**config.mk**
```make
export PLATFORM = sky130hd
export DESIGN_NAME = parallel_mem_loader
export DESIGN_NICKNAME = d
export VERILOG_FILES = /design/src/rtl/parallel_mem_loader.sv
export SDC_FILE = /design/constraint.sdc
export NUM_CORES = 1
export LEC_CHECK = 0
export CAP_MARGIN = 5
export CORE_MARGIN = 4
export CORE_UTILIZATION = 56
export DETAILED_ROUTE_END_ITERATION = 6
export HOLD_SLACK_MARGIN = 0.12
export PLACE_DENSITY = 0.87
export SYNTH_ARGS = -nofsm -noshare
export SYNTH_HDL_FRONTEND = slang
export SYNTH_SLANG_ARGS = --single-unit
export TNS_END_PERCENT = 5
```
**constraint.sdc**
```tcl
create_clock -name clk -period 3.6 [get_ports clk]
set_input_delay 0.36 -clock clk [delete_from_list [all_inputs] [get_ports clk]]
set_output_delay 0.36 -clock clk [all_outputs]
set_load 0.02 [all_outputs]
```
**src/rtl/parallel_mem_loader.sv**
```systemverilog
//------------------------------------------------------------------------------
// Module  : parallel_mem_loader
// Brief   : Byte-wide 4-phase req/ack host loader into the data-memory write port.
//           Optional trailing XOR checksum byte: PARALLEL_LOADER_CHECKSUM_EN.
// Revision: 1.0
//------------------------------------------------------------------------------
`default_nettype none

module parallel_mem_loader #(
  parameter int ADDR_W      = 24,
  parameter int DATA_W      = 16,
  parameter int SYNC_STAGES = 2
) (
  input  logic              clk,
  input  logic              rst,
  input  logic [7:0]        host_data,
  input  logic              host_req,
  output logic              host_ack,
  output logic              mem_we,
  output logic [ADDR_W-1:0] mem_addr,
  output logic [DATA_W-1:0] mem_wdata,
  output logic              busy,
  output logic              done,
  output logic              err,
  output logic [ADDR_W-1:0] word_count
);

  localparam int CNT_W = (ADDR_W > 16) ? ADDR_W + 1 : 17;

  typedef enum logic [3:0] {
    S_IDLE,
    S_ADDR1,
    S_ADDR0,
    S_LEN1,
    S_LEN0,
    S_DATA_LO,
    S_DATA_HI,
    S_WRITE,
    S_DONE
`ifdef PARALLEL_LOADER_CHECKSUM_EN
    , S_CHK
`endif
  } state_t;

  state_t                 r_state;
  state_t                 w_state_nxt;
  logic [SYNC_STAGES-1:0] r_sync;
  logic                   w_req_s;
  logic                   w_take;
  logic [15:0]            r_hdr;
  logic [15:0]            r_len;
  logic [7:0]             r_lo;
  logic [ADDR_W-1:0]      r_addr;
  logic [CNT_W-1:0]       w_cnt_next;
  logic                   w_last;
  logic [15:0]            w_len_full;

  assign w_req_s = r_sync[SYNC_STAGES-1];

  // A byte is taken when the synced request is high and the previous ack has
  // dropped; in 4-phase signalling that is exactly the synced rising edge.
  // WRITE and DONE hold the byte off until the FSM can consume it.
  assign w_take = w_req_s && !host_ack &&
                  (r_state != S_WRITE) && (r_state != S_DONE);

  assign w_cnt_next = CNT_W'(word_count) + CNT_W'(1);
  assign w_last     = (w_cnt_next >= CNT_W'(r_len));
  assign w_len_full = {r_len[15:8], host_data};

  assign busy = (r_state != S_IDLE) && (r_state != S_DONE);
  assign done = (r_state == S_DONE);

  always_ff @(posedge clk or negedge rst) begin
    if (!rst) begin
      r_sync <= '0;
    end else begin
      r_sync <= {r_sync[SYNC_STAGES-2:0], host_req};
    end
  end

  always_ff @(posedge clk or negedge rst) begin
    if (!rst) begin
      r_state <= S_IDLE;
    end else begin
      r_state <= w_state_nxt;
    end
  end

  always_comb begin
    w_state_nxt = r_state;
    case (r_state)
      S_IDLE:    if (w_take) w_state_nxt = S_ADDR1;
      S_ADDR1:   if (w_take) w_state_nxt = S_ADDR0;
      S_ADDR0:   if (w_take) w_state_nxt = S_LEN1;
      S_LEN1:    if (w_take) w_state_nxt = S_LEN0;
      S_LEN0:    if (w_take) w_state_nxt = (w_len_full == 16'd0) ? S_DONE : S_DATA_LO;
      S_DATA_LO: if (w_take) w_state_nxt = S_DATA_HI;
      S_DATA_HI: if (w_take) w_state_nxt = S_WRITE;
`ifdef PARALLEL_LOADER_CHECKSUM_EN
      S_WRITE:   w_state_nxt = w_last ? S_CHK : S_DATA_LO;
      S_CHK:     if (w_take) w_state_nxt = S_DONE;
`else
      S_WRITE:   w_state_nxt = w_last ? S_DONE : S_DATA_LO;
`endif
      S_DONE:    w_state_nxt = S_IDLE;
      default:   w_state_nxt = S_IDLE;
    endcase
  end

  always_ff @(posedge clk or negedge rst) begin
    if (!rst) begin
      host_ack   <= 1'b0;
      mem_we     <= 1'b0;
      mem_addr   <= '0;
      mem_wdata  <= '0;
      word_count <= '0;
      r_hdr      <= '0;
      r_len      <= '0;
      r_lo       <= '0;
      r_addr     <= '0;
    end else begin
      mem_we <= 1'b0;
      if (w_take) begin
        host_ack <= 1'b1;
      end else if (host_ack && !w_req_s) begin
        host_ack <= 1'b0;
      end
      if (w_take) begin
        case (r_state)
          S_IDLE: begin
            r_hdr      <= {8'h00, host_data};
            word_count <= '0;
          end
          S_ADDR1:   r_hdr  <= {r_hdr[7:0], host_data};
          S_ADDR0:   r_addr <= ADDR_W'({r_hdr, host_data});
          S_LEN1:    r_len  <= {host_data, 8'h00};
          S_LEN0:    r_len  <= w_len_full;
          S_DATA_LO: r_lo   <= host_data;
          S_DATA_HI: begin
            mem_we    <= 1'b1;
            mem_addr  <= r_addr;
            mem_wdata <= DATA_W'({host_data, r_lo});
          end
          default: ;
        endcase
      end
      if (r_state == S_WRITE) begin
        r_addr     <= r_addr + ADDR_W'(1);
        word_count <= word_count + ADDR_W'(1);
      end
    end
  end

`ifdef PARALLEL_LOADER_CHECKSUM_EN
  logic [7:0] r_csum;
  logic       r_err;

  always_ff @(posedge clk or negedge rst) begin
    if (!rst) begin
      r_csum <= '0;
      r_err  <= 1'b0;
    end else if (w_take) begin
      if (r_state == S_IDLE) begin
        r_csum <= host_data;
        r_err  <= 1'b0;
      end else if (r_state == S_CHK) begin
        r_err  <= (host_data != r_csum);
      end else begin
        r_csum <= r_csum ^ host_data;
      end
    end
  end

  assign err = r_err;
`else
  assign err = 1'b0;
`endif

endmodule

`default_nettype wire

```
==> results of run 1 <==
what timing repair did:
| item | CTS | global route |
|---|---|---|
| endpoints found under the hold margin | 48 | 0 |
| hold buffers | 1 | 0 |
| setup endpoints to repair | 0 | 2 |
| resized for setup | 0 | 1 |
state kept, by name, indices dropped and copies added, names as in the netlist:
name,flops
host_ack,1
r_addr,24
r_hdr,16
r_lo,8
r_sync,2
word_count,24
mem_we,1
r_len,16
mem_wdata,16
r_state,4
mem_addr,24
synthesized netlist by cell type, types with 7 or more instances:
master    number
dfrtp_1      136
a21oi_1       15
and3_1         8
nor2_1        39
inv_1         29
clkbuf_1      44
nand2_1      209
o21ai_0       40
o31ai_1       18
nand4_1       17
and2_1         8
nor4_1         9
nor3_1        11
ha_1          18
xnor2_1       11
mux2_2         8
o211ai_1       7
or3_1          7
o21ai_1       14
nand3_1       42
kinds of logic (layout without fill, tap and decap cells):
kind of cell / after synthesis / count (layout) / synth area share [%]
xor gates and xnor gates: 15 / 15 / 1.938
other: 1 / 1 / 0.05533
adders and majority gates: 18 / 18 / 3.323
and+or+nand+nor: 372 / 372 / 25.14
buffers and inverters: 76 / 150 / 4.301
AOI/OAI and AO/OA: 140 / 140 / 13.55
muxes: 9 / 9 / 1.477
DFF: 136 / 136 / 50.21
final timing paths:
check,startpoint,cells past startpoint,end,slack (ns)
setup / recovery,word_count[2],11,r_state[2],0.34
hold / removal,r_sync[0],0,r_sync[1],0.35
min in group asynchronous,rst,2,mem_wdata[15],0.49
max in group asynchronous,rst,3,word_count[21],2.23
hold reg to reg,r_sync[0],0,r_sync[1],0.35
setup reg to reg,word_count[2],11,r_state[2],0.34
critical path, delay by kind of cell (launching register included):
kind	cells	cell delay, ns
simple gates	6	1.49
compound gates	3	0.72
flops	1	0.46
fa+ha+maj	1	0.32
xor+xnor	1	0.17
power by group:
part | total, uW | internal [uW] | switching (uW)
registers | 2510 | 2060 | 446
clock network | 1730 | 1040 | 683
logic | 1960 | 844 | 1110
metrics by stage:
stage,instance area (sq um),worst slack (ns),hold slack (ns),utilization [%],std cells
global route,8257,0.06266,0.3677,71.09,984
finish,8257,0.3373,0.3527,71.09,984
global placement,7650,0.4447,0.3368,65.87,951
floorplan,6778,0.5375,0.06441,-,767
CTS,8250,0.2091,0.3530,71.04,984
detailed placement,7650,0.2156,0.3395,65.87,951
cells in the final DEF, fill, tap and decap left out, drive strengths merged, types with 3 or more instances in the layout:
cell             n
nand2          209
dfrtp          136
clkdlybuf4s50   77
o21ai           54
nand3           42
nor2            39
inv             31
clkbuf          19
o31ai           18
ha              18
nand4           18
a21oi           15
xnor2           11
buf             11
nor3            11
nor4            10
and2             9
and3             8
mux2             8
or3              7
o211ai           7
a221o            6
a22o             6
a31oi            6
clkinv           6
a211oi           4
xor2             4
a22oi            3
and4             3
a221oi           3
clkinvlp         3
o22ai            3
o311ai           3
layer usage:
| metal | wire (um) | part of all wire, % |
|---|---|---|
| met5 | 0 | 0 |
| met4 | 496 | 2.9 |
| met3 | 1081 | 6.4 |
| met2 | 8289 | 49 |
| met1 | 7117 | 42 |
area by class of cell:
class | count | area (sq um) | area share (%)
Clock buffer | 19 | 442.9 | 5.364
Clock inverter | 13 | 147.6 | 1.788
Inverter | 29 | 108.9 | 1.318
Multi-Input combinational cell | 555 | 3099 | 37.54
Sequential cell | 136 | 3403 | 41.22
Tap cell | 143 | 178.9 | 2.167
Timing Repair Buffer | 89 | 875.8 | 10.61
==> flow_metrics.tcl, run 1 <==
set metrics [dict create \
    status "finished clean" \
    crit_slowest_cell "or3_1" \
    drt_iter0_markers 624 \
    synth-main-ff-cell "dfrtp_1" \
    core-area_sq_um 11610 \
    ys.warnings.count 0 \
    dp_hpwl_um 11250 \
    avgSynthCellArea_sq_um 8.837 \
    crit_chain "nand4_1, or3_1, nor2_1, nand3_1, xnor2_1, ha_1, and4_1, a221oi_1, o21a_1, nand4_1, o41ai_1" \
    finClkSkew_ns 0.007281 \
    placementRows 39 \
    clk_latency_ns 0.42 \
    ys_types 60 \
    n_fill_cell 828 \
    async_reset_ff_share_pct 100.0 \
    cp.arrival_ns 3.58 \
    grt_pass1_vias 5858 \
    cts-root-buf "clkbuf_16" \
    num_io_pins 80 \
    worstMarginPinSlew_ns 1.156 \
    syn-instance-count 767 \
    dieArea_sq_um 13930 \
    ys_seq_area_share_pct 50.21 \
    drt_pre_antenna_iters 5 \
    clk_path_buf_depth 2 \
    grt_max_degree 89 \
    grt_util_met1_pct 30.79 \
    drt-total-wl_um 16980 \
    synth_area_leaders "dfrtp_1 (50%), nand2_1 (12%), ha_1 (3.3%)" \
    worstSetupStartpointType "register" \
    ys_ff_latch 136 \
    relSlewSlack_pct 22.83 \
    grt_pass1_wl_um 28170 \
    hold_violations 0 \
    yosysTopAreaCell "dfrtp_1" \
    place.port_buffers 78 \
    p_leak_uw 0.003799 \
    gp_congestion 0.8840 \
    clk_pin_slew_ns 0.06 \
    p_total_uw 6192 \
    drive_gt1_share_pct 7.015 \
    initial_core_util_pct 58.36 \
    setup_tns_ns 0 \
    use_met3_pct 5.718 \
    cts_buffers 17 \
    nets 857 \
    crit_path_end_kind "register" \
    wl_per_cell_um 17.26 \
    grtUsageMet2_pct 41.39 \
    cp_common_cell "nand4_1" \
    post-route-min-period_ns 3.263 \
    p_per_area_nw_per_um2 749.9 \
    cts_setup_buffers 0 \
    grt-ovfl-total 0 \
    grt_usage_pct 24.86 \
    yosysTopAreaCellShare_pct 50.21 \
    n_antenna_cell 0 \
    grt-busiest-layer "met2" \
    vias 6004 \
    fp.dieW_um 118.0 \
    slowest_delay_ns 0.49 \
    path_class "register to register" \
    vdd_drop_max_mv 0.3869 \
    drc 0 \
    fmax_mhz 306.5 \
    hold_path.class "register to register" \
    max-cap-violations 0 \
    finalMaxSlewViolations 0 \
    post-route-period-util_pct 90.63 \
    setup_viol 0 \
    cts.sinks 136 \
    cts_tree "built" \
    synthesis.area_sq_um 6778 \
    cts_max_level 4 \
    synth_edf_count 0 \
    worstPathRequired_ns 3.92 \
    critPathMaxFanout 8 \
    die-height_um 118.0 \
    rsz0062_at_grt "no" \
    via_per_inst 6.102 \
    syn2layout_area_growth_pct 21.82 \
    antenna_found_initial 0 \
    final_antenna_net_count 0 \
    synth_fp_nets 796 \
]
No activity file was read; power rests on OpenSTA's default activity.
==> run 2, diff against run 1 <==
--- a/config.mk
+++ b/config.mk
@@ -7,10 +7,11 @@
 export LEC_CHECK = 0
 export CAP_MARGIN = 5
 export CORE_MARGIN = 4
-export CORE_UTILIZATION = 56
+export CORE_UTILIZATION = 60
 export DETAILED_ROUTE_END_ITERATION = 6
+export DONT_BUFFER_PORTS = 1
 export HOLD_SLACK_MARGIN = 0.12
-export PLACE_DENSITY = 0.87
+export PLACE_DENSITY_LB_ADDON = 0.08
 export SYNTH_ARGS = -nofsm -noshare
 export SYNTH_HDL_FRONTEND = slang
 export SYNTH_SLANG_ARGS = --single-unit
==> run 2 against run 1 <==
Effect of this change: flip-flop and latch count is the same; register-to-register slack lost 0.06 ns; setup slack worse by 0.065 ns; maximum frequency shrank 1.9%; core utilization is 1.3 points lower; via count down 6.1%; largest cell class unchanged; largest power group unchanged; highest routed layer unchanged.
==> flow_metrics.tcl, run 2 (synthesized netlist as in run 1, its figures left out) <==
set metrics [dict create \
    fp.dieW_um 114.3 \
    path_class "register to register" \
    status "finished clean" \
    dieArea_sq_um 13060 \
    top_regs "mem_addr: 24 flops, r_addr: 24 flops, word_count: 24 flops" \
    setup_ws_ns 0.2726 \
    path_delay_family "simple AND/OR/NAND/NOR gates" \
    setup_viol 0 \
    crit_chain "nand4_1, or3_1, nor2_1, nand3_1, xnor2_1, ha_1, and4_1, a221oi_1, o21a_1, nand4_1, o41ai_1" \
    hp-start "r_sync[0]" \
    crit_buf_inv 0 \
    r2r_slack_ns 0.27 \
    crit_path_end_kind "register" \
    die-height_um 114.3 \
    grt_pass1_vias 5510 \
    dp_hpwl_um 10680 \
    critPathLaunch "word_count[1]" \
    via_per_inst 6.134 \
    r2r-end "r_state[2]" \
    n_antenna_cell 0 \
    drt_pre_antenna_iters 5 \
    syn2layout_area_growth_pct 12.53 \
    cts_tree "built" \
    nets 795 \
    cp.arrival_ns 3.62 \
    antenna_found_initial 0 \
    clk_path_buf_depth 2 \
    final_antenna_net_count 0 \
    vias 5637 \
    relSlewSlack_pct 25.11 \
    min_to "r_sync[1]" \
    cts_setup_buffers 0 \
    fmax_mhz 300.5 \
    cts_max_level 4 \
    gp_congestion 0.8821 \
    final_cell_mix "nand2_1 (209), dfrtp_1 (136), nand3_1 (42)" \
    grt-ovfl-total 0 \
    hold_violations 0 \
    setup_tns_ns 0 \
    n_fill_cell 843 \
    hold_path.class "register to register" \
    rsz0062_at_grt "no" \
    drt-total-wl_um 16560 \
    worstPathRequired_ns 3.89 \
    drc 0 \
    place.port_buffers 0 \
    worstSetupStartpointType "register" \
    max-cap-violations 0 \
    wl_per_cell_um 18.02 \
    grt_pass1_wl_um 27340 \
    initial_core_util_pct 61.98 \
    drive_gt1_share_pct 8.344 \
    grt_max_degree 137 \
    grt_usage_pct 26.74 \
    hold_depth 0 \
    layout_commonest_cell "nand2_1" \
    cts.sinks 136 \
    placementRows 38 \
    cts_buffers 17 \
    worstMarginPinSlew_ns 1.122 \
    r2r_start "word_count[1]" \
    cp_common_cell "nand4_1" \
    p_leak_uw 0.003596 \
    clk_latency_ns 0.43 \
    place_ws_ns 0.2650 \
    finClkSkew_ns 0.01453 \
    slowest_delay_ns 0.50 \
    post-route-period-util_pct 92.43 \
    clk_pin_slew_ns 0.06 \
    reg2reg_depth 11 \
    crit_slowest_cell "or3_1" \
    p_per_area_nw_per_um2 756.9 \
    core-area_sq_um 10940 \
    drt_iter0_markers 651 \
    post-route-min-period_ns 3.327 \
    cts-root-buf "clkbuf_16" \
    finalMaxSlewViolations 0 \
    num_io_pins 80 \
    vdd_drop_max_mv 0.4418 \
    critPathMaxFanout 5 \
]
run 2: worst max path at each step:
stage                       to  cells after the start
global placement    r_state[2]                     11
global route        r_state[2]                     11
detailed placement  r_state[2]                     11
floorplan           r_state[2]                     12
finish              r_state[2]                     11
CTS                 r_state[2]                     11
run 2: through the flow:
| step | cell area [sq um] | power, uW | instances | hold slack [ns] | util, % |
|---|---|---|---|---|---|
| after global routing | 7627 | 6148 | 919 | 0.3617 | 69.75 |
| after detailed placement | 6900 | 4016 | 876 | 0.06746 | 63.10 |
| after floorplan | 6778 | 3640 | 767 | 0.06441 | - |
| after CTS | 7621 | 5805 | 919 | 0.3519 | 69.69 |
| final | 7627 | 5773 | 919 | 0.3473 | 69.75 |
| after global placement | 6900 | 3927 | 876 | 0.06736 | 63.10 |
run 2: layout make-up:
| cell class | instances | area [sq um] | share of cell area, % |
|---|---|---|---|
| Sequential cell | 136 | 3403 | 44.62 |
| Timing Repair Buffer | 27 | 247.7 | 3.248 |
| Tap cell | 140 | 175.2 | 2.297 |
| Clock inverter | 11 | 122.6 | 1.608 |
| Clock buffer | 21 | 470.5 | 6.168 |
| Multi-Input combinational cell | 555 | 3099 | 40.63 |
| Inverter | 29 | 108.9 | 1.427 |
run 2: what timing repair did:
| action | CTS | global route |
|---|---|---|
| endpoints found under the setup margin | 0 | 1 |
| gates resized for setup | 0 | 1 |
| hold buffers | 11 | 0 |
| endpoints found under the hold margin | 185 | 0 |
run 2: routing by layer:
| layer | part of all wire, % | up-vias | track usage (%) |
|---|---|---|---|
| met5 | 0 | - | 0 |
| met4 | 2.4 | 0 | 11.24 |
| met3 | 6.6 | 34 | 6.924 |
| met2 | 50 | 201 | 44.93 |
| met1 | 41 | 2737 | 32.81 |
| li1 | - | 2665 | - |
run 2: power by group:
part | switching, uW | total [uW] | internal (uW)
registers | 686 | 2750 | 2060
clock network | 640 | 1710 | 1070
logic | 793 | 1320 | 523
total | 2120 | 5770 | 3660
==> run 3, diff against run 2 <==
--- a/config.mk
+++ b/config.mk
@@ -7,7 +7,7 @@
 export LEC_CHECK = 0
 export CAP_MARGIN = 5
 export CORE_MARGIN = 4
-export CORE_UTILIZATION = 60
+export CORE_UTILIZATION = 25
 export DETAILED_ROUTE_END_ITERATION = 6
 export DONT_BUFFER_PORTS = 1
 export HOLD_SLACK_MARGIN = 0.12
==> run 3 against run 2 <==
Effect of this change: die area rose by 130%; setup slack gained 0.013 ns; sequential power barely moved.
==> flow_metrics.tcl, run 3 (synthesized netlist as in run 1, its figures left out) <==
set metrics [dict create \
    status "finished clean" \
    vdd_drop_max_mv 0.2369 \
    antenna_found_initial 0 \
    layout_commonest_cell "nand2_1" \
    clk_latency_ns 0.42 \
    final_antenna_net_count 0 \
    gp_congestion 0.7610 \
    rsz0062_at_grt "no" \
    hold_depth 0 \
    die-height_um 172.7 \
    grt_max_degree 137 \
    regArea_sq_um 3403 \
    p_leak_uw 0.003645 \
    setup_tns_ns 0 \
    setup_viol 0 \
    wl_per_cell_um 17.77 \
    cts_setup_buffers 0 \
    worstPathRequired_ns 3.90 \
    finalMaxSlewViolations 0 \
    num_io_pins 80 \
    hold_violations 0 \
    post-route-period-util_pct 92.07 \
    via_per_inst 4.884 \
    cts_max_level 4 \
    clk_path_buf_depth 2 \
    cts_tree "built" \
    cts-root-buf "clkbuf_16" \
    syn2layout_area_growth_pct 17.37 \
    p_total_uw 5956 \
    place_ws_ns 0.1585 \
    core-area_sq_um 26800 \
    post-route-min-period_ns 3.315 \
    reg2reg_depth 12 \
    drive_gt1_share_pct 9.323 \
    critPathMaxFanout 6 \
    n_fill_cell 2822 \
    crit_path_end_kind "register" \
    grt_pass1_vias 5519 \
    cts_buffers 17 \
    finClkSkew_ns 0.01080 \
    setup_ws_ns 0.2854 \
    hold_path.class "register to register" \
    multi_input_area_sq_um 3118 \
    worstSetupStartpointType "register" \
    nets 800 \
    initial_core_util_pct 25.29 \
    dp_hpwl_um 12810 \
    drt-total-wl_um 19980 \
    final_cell_mix "nand2_1 (209), dfrtp_1 (136), nand3_1 (42)" \
    fmax_mhz 301.7 \
    dpl_cell_area_sq_um 7196 \
    drt_pre_antenna_iters 5 \
    fin_area_sq_um 7955 \
    drt_iter0_markers 338 \
    relSlewSlack_pct 35.38 \
    max-cap-violations 0 \
    grt_pass1_wl_um 32410 \
    n_antenna_cell 0 \
    place.port_buffers 0 \
    fp.dieW_um 172.7 \
    worstMarginPinSlew_ns 0.9694 \
    p_per_area_nw_per_um2 748.8 \
    placementRows 60 \
    cp.arrival_ns 3.62 \
    clk_pin_slew_ns 0.07 \
    grt-ovfl-total 0 \
    path_class "register to register" \
    dieArea_sq_um 29810 \
    drc 0 \
    cts.sinks 136 \
    vias 5490 \
    grt_usage_pct 13.53 \
    top_regs "mem_addr: 24 flops, r_addr: 24 flops, word_count: 24 flops" \
]
## run 3: cell types whose count changed in the layout (fill, tap and decap cells not counted), sizes merged
cell      before  now
buf           17   22
bufinv         2    3
clkinvlp       4    2
clkbuf        21   17
inv           29   36
clkinv         5    2
## run 3: layout make-up
type | instances | area share [%]
Inverter | 29 | 1.368
Multi-Input combinational cell | 555 | 39.19
Tap cell | 341 | 5.363
Sequential cell | 136 | 42.78
Timing Repair Buffer | 32 | 3.586
Clock buffer | 17 | 5.348
Clock inverter | 14 | 2.359
## run 3: timing repair
| action | in CTS | in global routing |
|---|---|---|
| endpoints found under the setup margin | 0 | 2 |
| hold endpoints to repair | 185 | 0 |
| hold buffers | 11 | 0 |
| resized for setup | 0 | 3 |
## run 3: worst max-delay path, cell delays in order, from the launching register on
cell and delay [ns]:
dfrtp_1 0.36, buf_4 0.18, nand4_1 0.22, or3_4 0.46, nor2_1 0.17, nand3_1 0.15
xnor2_1 0.24, ha_1 0.28, and4_1 0.22, a221oi_1 0.32, o21a_1 0.16, nand4_1 0.18
a21bo_1 0.26
## run 3: per-layer routing
| layer | vias up | share of wire, % | track usage (%) |
|---|---|---|---|
| met5 | - | 0 | 0 |
| li1 | 2674 | - | - |
| met3 | 14 | 5.6 | 4.066 |
| met1 | 2667 | 46 | 17.80 |
| met4 | 0 | 1.0 | 3.558 |
| met2 | 135 | 48 | 21.85 |
## run 3: path summary, 6_finish.rpt
path	from	endpoint	slack [ns]
max in group asynchronous	rst	r_addr[19]	2.43
min in group asynchronous	rst	mem_wdata[2]	0.54
worst min register to register	r_sync[0]	r_sync[1]	0.36
worst min-delay path	r_sync[0]	r_sync[1]	0.36
worst max-delay path	word_count[0]	r_state[3]	0.29
worst max register to register	word_count[0]	r_state[3]	0.29
## run 3: metrics by stage
stage | utilization [%] | instances | hold WS [ns]
floorplan | - | 767 | 0.06441
global placement | 26.85 | 1082 | 0.06964
detailed placement | 26.85 | 1082 | 0.06942
CTS | 29.61 | 1124 | 0.3626
global route | 29.68 | 1124 | 0.3626
finish | 29.68 | 1124 | 0.3554
## run 3: where the power goes
part	switching [uW]	internal, uW
Clock	752	1110
Combinational	828	532
Sequential	675	2060
Total	2250	3700
